--- src/rtl/pwm_seq_ctrl.sv ---
// pwm_seq_ctrl: steps a {period, duty, repeat} profile table on PWM period matches,
// presenting each entry to the PWM cfg0 hardware-update path with a one-cycle cfg_up strobe.
// Optional feature macro: PWM_SEQ_DITHER_EN adds per-entry duty dithering (dc / dc+1 alternation).
module pwm_seq_ctrl #(
  parameter int N = 16,
  parameter int DEPTH = 8,
  parameter int RPT_W = 8,
  localparam int AW = $clog2(DEPTH),
  localparam int LW = AW + 1
) (
  input  logic             pwm_clk,
  input  logic             sys_rst_n,
  input  logic             start,
  input  logic             stop,
  input  logic             loop_en,
  input  logic [LW-1:0]    seq_len,
  input  logic             prog_we,
`ifdef PWM_SEQ_DITHER_EN
  input  logic [AW:0]      prog_addr,
  input  logic             dither_en,
`else
  input  logic [AW-1:0]    prog_addr,
`endif
  input  logic [N-1:0]     prog_pr,
  input  logic [N-1:0]     prog_dc,
  input  logic [RPT_W-1:0] prog_rpt,
  input  logic             pr_match_event,
  output logic [N-1:0]     cfg_pr,
  output logic [N-1:0]     cfg_dc,
  output logic             cfg_up,
  output logic [AW-1:0]    cur_idx,
  output logic             busy,
  output logic             done
);

  typedef enum logic [1:0] {IDLE, LOAD, RUN, FIN} state_e;

  state_e           state_q, state_d;
  logic [AW-1:0]    idx_q, idx_d;
  logic [LW-1:0]    len_q, len_d;
  logic [RPT_W-1:0] rpt_q, rpt_d;
  logic [N-1:0]     cfg_pr_q, cfg_pr_d;
  logic [N-1:0]     cfg_dc_q, cfg_dc_d;
  logic             cfg_up_q, cfg_up_d;
  logic             busy_q, busy_d;
  logic             done_q, done_d;
  logic             ld;
  logic [LW-1:0]    eff_len;
  logic [AW-1:0]    wa;

  logic [N-1:0]     tbl_pr_q [DEPTH];
  logic [N-1:0]     tbl_dc_q [DEPTH];
  logic [RPT_W-1:0] tbl_rp_q [DEPTH];

`ifdef PWM_SEQ_DITHER_EN
  logic             tbl_dith_q [DEPTH];
  logic             ph_q, ph_d;
  logic             dith;
  logic [N-1:0]     dc_inc;
  assign dc_inc = (tbl_dc_q[idx_q] >= tbl_pr_q[idx_q]) ? tbl_pr_q[idx_q] : tbl_dc_q[idx_q] + 1'b1;
`endif

  assign wa      = prog_addr[AW-1:0];
  assign eff_len = (seq_len == '0) ? LW'(1) : (seq_len > LW'(DEPTH)) ? LW'(DEPTH) : seq_len;

  // Table write port: only while idle, so a running profile never changes under the sequencer
  always_ff @(posedge pwm_clk) begin
`ifdef PWM_SEQ_DITHER_EN
    if (prog_we && !busy_q && prog_addr[AW]) tbl_dith_q[wa] <= prog_dc[0];
    else if (prog_we && !busy_q) begin
`else
    if (prog_we && !busy_q) begin
`endif
      tbl_pr_q[wa] <= prog_pr;
      tbl_dc_q[wa] <= prog_dc;
      tbl_rp_q[wa] <= prog_rpt;
    end
  end

  // Next state and load decision; stop overrides start and match events
  always_comb begin
    state_d = state_q;
    idx_d   = idx_q;
    len_d   = len_q;
    rpt_d   = rpt_q;
    ld      = 1'b0;
`ifdef PWM_SEQ_DITHER_EN
    dith    = 1'b0;
`endif
    if (stop) state_d = IDLE;
    else case (state_q)
      IDLE, FIN: begin
        state_d = start ? LOAD : IDLE;
        ld      = start;
        idx_d   = start ? '0 : idx_q;
        len_d   = start ? eff_len : len_q;
      end
      LOAD: state_d = RUN;
      RUN: if (pr_match_event) begin
        if (rpt_q != '0) begin
          rpt_d = rpt_q - 1'b1;
`ifdef PWM_SEQ_DITHER_EN
          dith  = dither_en && tbl_dith_q[idx_q];
`endif
        end else if ({1'b0, idx_q} + 1'b1 < len_q) begin
          idx_d   = idx_q + 1'b1;
          ld      = 1'b1;
          state_d = LOAD;
        end else if (loop_en) begin
          idx_d   = '0;
          ld      = 1'b1;
          state_d = LOAD;
        end else state_d = FIN;
      end
      default: state_d = IDLE;
    endcase
    rpt_d    = ld ? tbl_rp_q[idx_d] : rpt_d;
    cfg_pr_d = ld ? tbl_pr_q[idx_d] : cfg_pr_q;
    cfg_dc_d = ld ? tbl_dc_q[idx_d] : cfg_dc_q;
    cfg_up_d = ld;
`ifdef PWM_SEQ_DITHER_EN
    ph_d     = ld ? 1'b0 : ph_q ^ dith;
    cfg_dc_d = ld ? tbl_dc_q[idx_d] : dith ? (ph_q ? tbl_dc_q[idx_q] : dc_inc) : cfg_dc_q;
    cfg_up_d = ld | dith;
`endif
    busy_d   = (state_d == LOAD) || (state_d == RUN);
    done_d   = state_d == FIN;
  end

  // Sequencer state and registered outputs
  always_ff @(posedge pwm_clk or negedge sys_rst_n) begin
    if (!sys_rst_n) begin
      state_q  <= IDLE;
      idx_q    <= '0;
      len_q    <= '0;
      rpt_q    <= '0;
      cfg_pr_q <= '0;
      cfg_dc_q <= '0;
      cfg_up_q <= 1'b0;
      busy_q   <= 1'b0;
      done_q   <= 1'b0;
`ifdef PWM_SEQ_DITHER_EN
      ph_q     <= 1'b0;
`endif
    end else begin
      state_q  <= state_d;
      idx_q    <= idx_d;
      len_q    <= len_d;
      rpt_q    <= rpt_d;
      cfg_pr_q <= cfg_pr_d;
      cfg_dc_q <= cfg_dc_d;
      cfg_up_q <= cfg_up_d;
      busy_q   <= busy_d;
      done_q   <= done_d;
`ifdef PWM_SEQ_DITHER_EN
      ph_q     <= ph_d;
`endif
    end
  end

  assign cfg_pr  = cfg_pr_q;
  assign cfg_dc  = cfg_dc_q;
  assign cfg_up  = cfg_up_q;
  assign cur_idx = idx_q;
  assign busy    = busy_q;
  assign done    = done_q;

endmodule

--- config.mk ---
export PLATFORM = sky130hd
export DESIGN_NAME = pwm_seq_ctrl
export DESIGN_NICKNAME = d
export VERILOG_FILES = /design/src/rtl/pwm_seq_ctrl.sv
export SDC_FILE = /design/constraint.sdc
export NUM_CORES = 1
export LEC_CHECK = 0
export ABC_CLOCK_PERIOD_IN_PS = 9430
export CAP_MARGIN = 20
export CORE_UTILIZATION = 40
export CTS_CLUSTER_SIZE = 30
export DETAILED_ROUTE_END_ITERATION = 10
export GPL_ROUTABILITY_DRIVEN = 0
export PLACE_DENSITY = 0.58
export SLEW_MARGIN = 20
export SYNTH_ARGS = -nofsm -noshare
export SYNTH_HDL_FRONTEND = slang
export SYNTH_SLANG_ARGS = --single-unit
--- constraint.sdc ---
create_clock -name pwm_clk -period 9.43 [get_ports pwm_clk]
set_clock_uncertainty 0.15 [all_clocks]
set_input_delay 1.886 -clock pwm_clk [delete_from_list [all_inputs] [get_ports pwm_clk]]
set_output_delay 1.886 -clock pwm_clk [all_outputs]
set_load 0.01 [all_outputs]
=== After elaboration in Yosys (flattened, before gate mapping) ===
Memory sizes are Yosys's and may differ from the RTL's. A register that Yosys moved wholly into a read port is not among the register bits.
Cells that the tools add are included.

* Add/sub/neg operators: 3
* Order comparisons: 2
* Equality and inequality tests: 7
* Multiplexer cells: 29
* Bitwise gates (word level): 1
* Reduce and logical (&&, ||, !) cells: 14

{| class="wikitable"
|+ Operators by type and width
! kind !! number
|-
| 8-bit two-way mux || 5
|-
| 3-bit two-way mux || 6
|-
| 2-bit two-way mux || 5
|-
| 2-bit equality test, second input constant || 4
|-
| 1-bit two-way mux || 8
|-
| 4-bit two-way mux || 2
|-
| 8-bit nonzero test || 1
|-
| 8-bit by 1-bit subtractor with 8-bit output, second input constant || 1
|-
| 2-bit one-hot mux with 3 select lines || 1
|-
| 3-bit one-hot mux with 2 select lines || 1
|-
| 2-bit nonzero test || 3
|-
| 3-bit by 1-bit adder with 4-bit output, second input constant || 1
|-
| 2-bit by 1-bit equality test with 1-bit output, second input constant || 2
|-
| 4-bit > comparator, second input constant || 1
|-
| 4-bit zero test || 1
|-
| 4-bit < comparator || 1
|-
| 4-bit AND reduction || 1
|-
| 3-bit by 1-bit adder with 3-bit output, second input constant || 1
|-
| 1-bit zero test || 3
|-
| 3-bit AND reduction || 1
|-
| 2-bit zero test || 1
|-
| 2-bit by 1-bit != test with 1-bit output, second input constant || 1
|-
| 1-bit one-hot mux with 2 select lines || 1
|-
| 2-bit OR reduction || 1
|-
| other kinds (3) || 3
|}

* Flip-flop bits (word level): 20
* RAM bits: 320
* Bits of input ports: 54
* Output and inout bits: 38
* Logic and storage cells: 66
* Memories: 3

{| class="wikitable"
|+ Memories
! memory !! words !! bits a word !! rd ports !! clocked after memory_dff !! write ports !! RTL line !! RTL
|-
| tbl_dc_q || 8 || 16 || 1 || 1 || 1 || 52 || <nowiki>logic [N-1:0] tbl_dc_q [DEPTH];</nowiki>
|-
| tbl_pr_q || 8 || 16 || 1 || 1 || 1 || 51 || <nowiki>logic [N-1:0] tbl_pr_q [DEPTH];</nowiki>
|-
| tbl_rp_q || 8 || 8 || 1 || 0 || 1 || 53 || <nowiki>logic [RPT_W-1:0] tbl_rp_q [DEPTH];</nowiki>
|}

=== Depth between registers and ports, before layout ===
* Depth after elaboration: 9
* Depth in mapped cells: 15
* Mapped depth without buffers: 13

=== Least setup slack after synthesis ===
OpenSTA, ideal clock, no wires.

* Path type: input to register
* From: in prog_addr[1]
* To: mem tbl_dc_q[0][0], enable pin
* Library setup time: 487 ps
* Arrival time: 5141 ps
* Data required time: 8793 ps
* Slack: 3652 ps
* Cell stages on the path: 2
* Cells stage by stage: or3b_2 -> nor3_1

{| class="wikitable"
|+ RTL lines
! what !! RTL line !! RTL
|-
| from (decl) || 22 || <nowiki>input logic [AW-1:0] prog_addr,</nowiki>
|-
| to (decl) || 52 ||
|}

Straight into the memory's write port.

=== Worst setup path after layout ===
* From: in stop
* To: reg cfg_dc_q[14], in the netlist cfg_dc[14], read port of tbl_dc_q

* Word-level cells in the longest chain between the ends: 1
* Elaborated cells between the ends (all ways): 2
* Classes of those cells: mux: 2

{| class="wikitable"
|+ Ends and longest elaborated chain
! what !! RTL line !! RTL
|-
| from (decl) || 14 || <nowiki>input logic stop,</nowiki>
|-
| 3-bit two-way mux / 1-bit two-way mux (equally long branches) || 90 || <nowiki>if (stop) state_d = IDLE;</nowiki>
|-
| to (decl) || 43 || <nowiki>logic [N-1:0] cfg_dc_q, cfg_dc_d;</nowiki>
|}

Parallel ways exist; a longest one is shown, timed or not.
A chain may end at the register's enable or synchronous reset.

==> impl_metrics.json <==
{
  "cts.sinks": 372,
  "synth_cell_types": 63,
  "stdcell_count": 1522,
  "dr.pass1.iters": 5,
  "vdd_drop_max_mv": 0.0978,
  "setup_viol": 0,
  "yosys_most_used_dff": "edfxtp_1",
  "synth_adder_area_share": 0.00831,
  "ant_nets": 0,
  "grt_overflow": 0,
  "setup_tns_ns": 0,
  "critPathCapture": "cfg_dc[14]$_DFFE_PN0N_",
  "grt_use_met1": 0.240,
  "fin_nets": 1087,
  "cts_root_buf": "clkbuf_16",
  "drt_iter0_drc": 537,
  "num_vias": 8425,
  "crit_arrival_ns": 6.49,
  "clock_path_buffers": 3,
  "crit_fanout": 86,
  "grt_max_degree": 87,
  "wire_per_inst_um": 21.9,
  "fmaxAchievable_mhz": 160,
  "io_buffers": 91,
  "cts_tree": "done",
  "reg2regPathDepth": 15,
  "path_clk_slew_ns": 0.06,
  "fin_crit_ns": 6.24,
  "hold_depth": 2,
  "numCtsBuffers": 40,
  "slew_headroom": 0.333,
  "grt_pass1_vias": 8430,
  "dieArea_mm2": 0.0384,
  "startpoint_type": "input port",
  "ctsResizeCount": 0,
  "rsz0062_at_grt": "false",
  "synth-seq-area-share": 0.725,
  "required_ns": 9.68,
  "syn_nets": 994,
  "yosys.area_share.xor_xnor": 0.00407,
  "busiest_layer": "met2",
  "cp-startpoint": "stop",
  "syn-cell-area_mm2": 0.0151,
  "max_cap_viol_count": 0,
  "syn_to_final_growth_pct": 17.3,
  "remaining_drc_errors": 0,
  "min_path_type": "flop to flop",
  "post_cts_buffers": 0,
  "tightest_slew_ns": 1.00,
  "synthTopCellsByArea": "edfxtp_1 (64%), dfrtp_1 (8.6%), mux2i_1 (7.4%)",
  "placed_area_mm2": 0.0165,
  "async_reset_ff_frac": 0.140,
  "gr-usage-met2": 0.286,
  "synth_top_family_by_area": "compound AO/OA/AOI/OAI gates",
  "hold_viol_final": 0,
  "coreArea_mm2": 0.0368,
  "syn_inst": 930,
  "synth_top_cell_area_share": 0.638,
  "holdWs_ns": 0.333,
  "synth_compound_area_frac": 0.0907,
  "grt_util_all_layers": 0.175,
  "drv_slew": 0,
  "ys_ff_latch": 372,
  "status": "complete, no violations",
  "pin_count": 92,
  "synth-simple-area-share": 0.0706,
  "r2r_setup_slack_ns": 3.55,
  "cts_hold_buf": 0,
  "syn_area_per_cell_um2": 16.2,
  "leakage_uw": 0.00562,
  "min_from": "len_q[0]$_DFFE_PN0P_",
  "grt_pass1_wl_um": 51100,
  "dp_hpwl_um": 17300,
  "dp.cells": 1449,
  "rr_startpoint": "cur_idx[0]$_DFF_PN0_",
  "synth-edff-count": 320,
  "timing.rr.end": "cfg_dc[14]$_DFFE_PN0N_",
  "start_util": 0.409,
  "rows": 70,
  "antenna_found_initial": 3,
  "p_per_area_mw_per_mm2": 201,
  "fp.dieH_um": 196,
  "nFillCells": 3111,
  "die_x_um": 196,
  "yosys.area.top_type": "edfxtp_1",
  "endpoint_kind": "flop",
  "clock_latency_ns": 0.52,
  "muxShareOfSynthArea": 0.0767,
  "timing.final.crit_share": 0.662,
  "ys_warn_count": 0,
  "worstSetupPathType": "input port to flop",
  "met3_usage": 0.0294,
  "htreeDepth": 2,
  "routed_wl_um": 33400,
  "final_area_mm2": 0.0177,
  "layout-drive-gt1-share": 0.115,
  "viasPerCell": 5.54
}
## cell usage after synthesis (3+ instances only)
cell type  number
a211oi_1       15
a211oi_2       21
a21oi_1         4
a221o_1        32
a311oi_1       32
and3_1          6
buf_2          26
buf_4           9
buf_6           4
clkbuf_1       19
dfrtp_1        52
edfxtp_1      320
ha_1           10
inv_1          12
mux2_2          3
mux2i_1       112
nand2_1        85
nand2b_1        5
nand3_1        29
nor2_1         17
nor3_1          6
nor3b_1        33
o2111ai_1      14
o211a_1         3
o211ai_1        3
o21ai_0         6
or3_1           5
xnor2_1         3
xor2_1          4
## cell usage in the layout, fill, tap and decap left out, types with 8 or more instances in the layout
cell and instances:
edfxtp_1 320, mux2i_1 112, clkdlybuf4s50_1 90, nand2_1 85
dfrtp_1 52, clkbuf_16 41, nor3b_1 33, a311oi_1 32
a221o_1 32, nand3_1 29, a211oi_2 20, buf_4 18
a211oi_1 15, o2111ai_1 14, clkbuf_1 13, inv_1 12
nor2_1 11, ha_1 10, clkinv_2 8
## worst min-delay path by stage
stage	slack, ns	end
6_report	0.33	len_q[0]$_DFFE_PN0P_
5_1_grt	0.35	len_q[2]$_DFFE_PN0P_
4_1_cts	0.34	len_q[0]$_DFFE_PN0P_
3_5_place_dp	0.33	len_q[0]$_DFFE_PN0P_
3_3_place_gp	0.32	len_q[2]$_DFFE_PN0P_
2_1_floorplan	0.30	len_q[0]$_DFFE_PN0P_
## state kept, by name, summed over array words and instances, names as in the netlist
register,count
tbl_dc_q,128
cur_idx,3
done,1
len_q,4
busy,1
cfg_up,1
tbl_pr_q,128
rpt_q,8
cfg_pr,16
tbl_rp_q,64
cfg_dc,16
state_q,2
## cells by family (layout without fill, tap and decap cells)
family | after synthesis | after routing
flip-flops | 372 | 372
AND/OR/NAND/NOR | 204 | 204
AO/OA/AOI/OAI | 149 | 149
multiplexers | 115 | 115
buffers and inverters | 73 | 195
adder cells (fa/ha/maj) | 10 | 10
XOR/XNOR | 7 | 7
other | 0 | 2
## per-stage QoR
stage | utilization | power, uW | setup WS [ns]
floorplan | - | 2000 | 3.65
finish | 0.480 | 3550 | 3.19
global route | 0.480 | 3660 | 2.89
global placement | 0.447 | 2140 | 2.67
CTS | 0.480 | 3580 | 3.13
detailed placement | 0.447 | 2140 | 2.59
## worst max-delay path: stages
cell             delay [ns]
clkdlybuf4s50_1        0.60
or3b_1                 0.33
nor2_1                 0.12
a211oi_4               0.24
buf_4                  0.44
or2_4                  0.88
clkinv_4               0.90
buf_4                  0.53
nand2_1                0.12
a311oi_1               0.09
a221o_1                0.31
## metal layers
metal,part of all wire,up-vias
met1,0.46,4303
met2,0.47,203
met3,0.044,48
met4,0.022,2
met5,0.00033,-
li1,-,3869
## where the power goes
group          leakage, uW  total (uW)  switching [uW]  internal, uW
Clock             0.000597        1440             602           838
Combinational      0.00148         216             109           107
Sequential         0.00355        1890            39.0          1850
Total              0.00562        3550             750          2800
## area by class of cell
class                      instances  area, um2  share of cell area
timing repair buffer             109       1040              0.0589
inverter                          15       66.3             0.00376
tap                              468        586              0.0332
multi-input combinational        485       3850               0.218
clock inverter                    12       60.1             0.00340
antenna                            2       5.00            0.000283
clock buffer                      59       1140              0.0648
sequential                       372      10900               0.618
No activity file was read; power rests on OpenSTA's default activity.
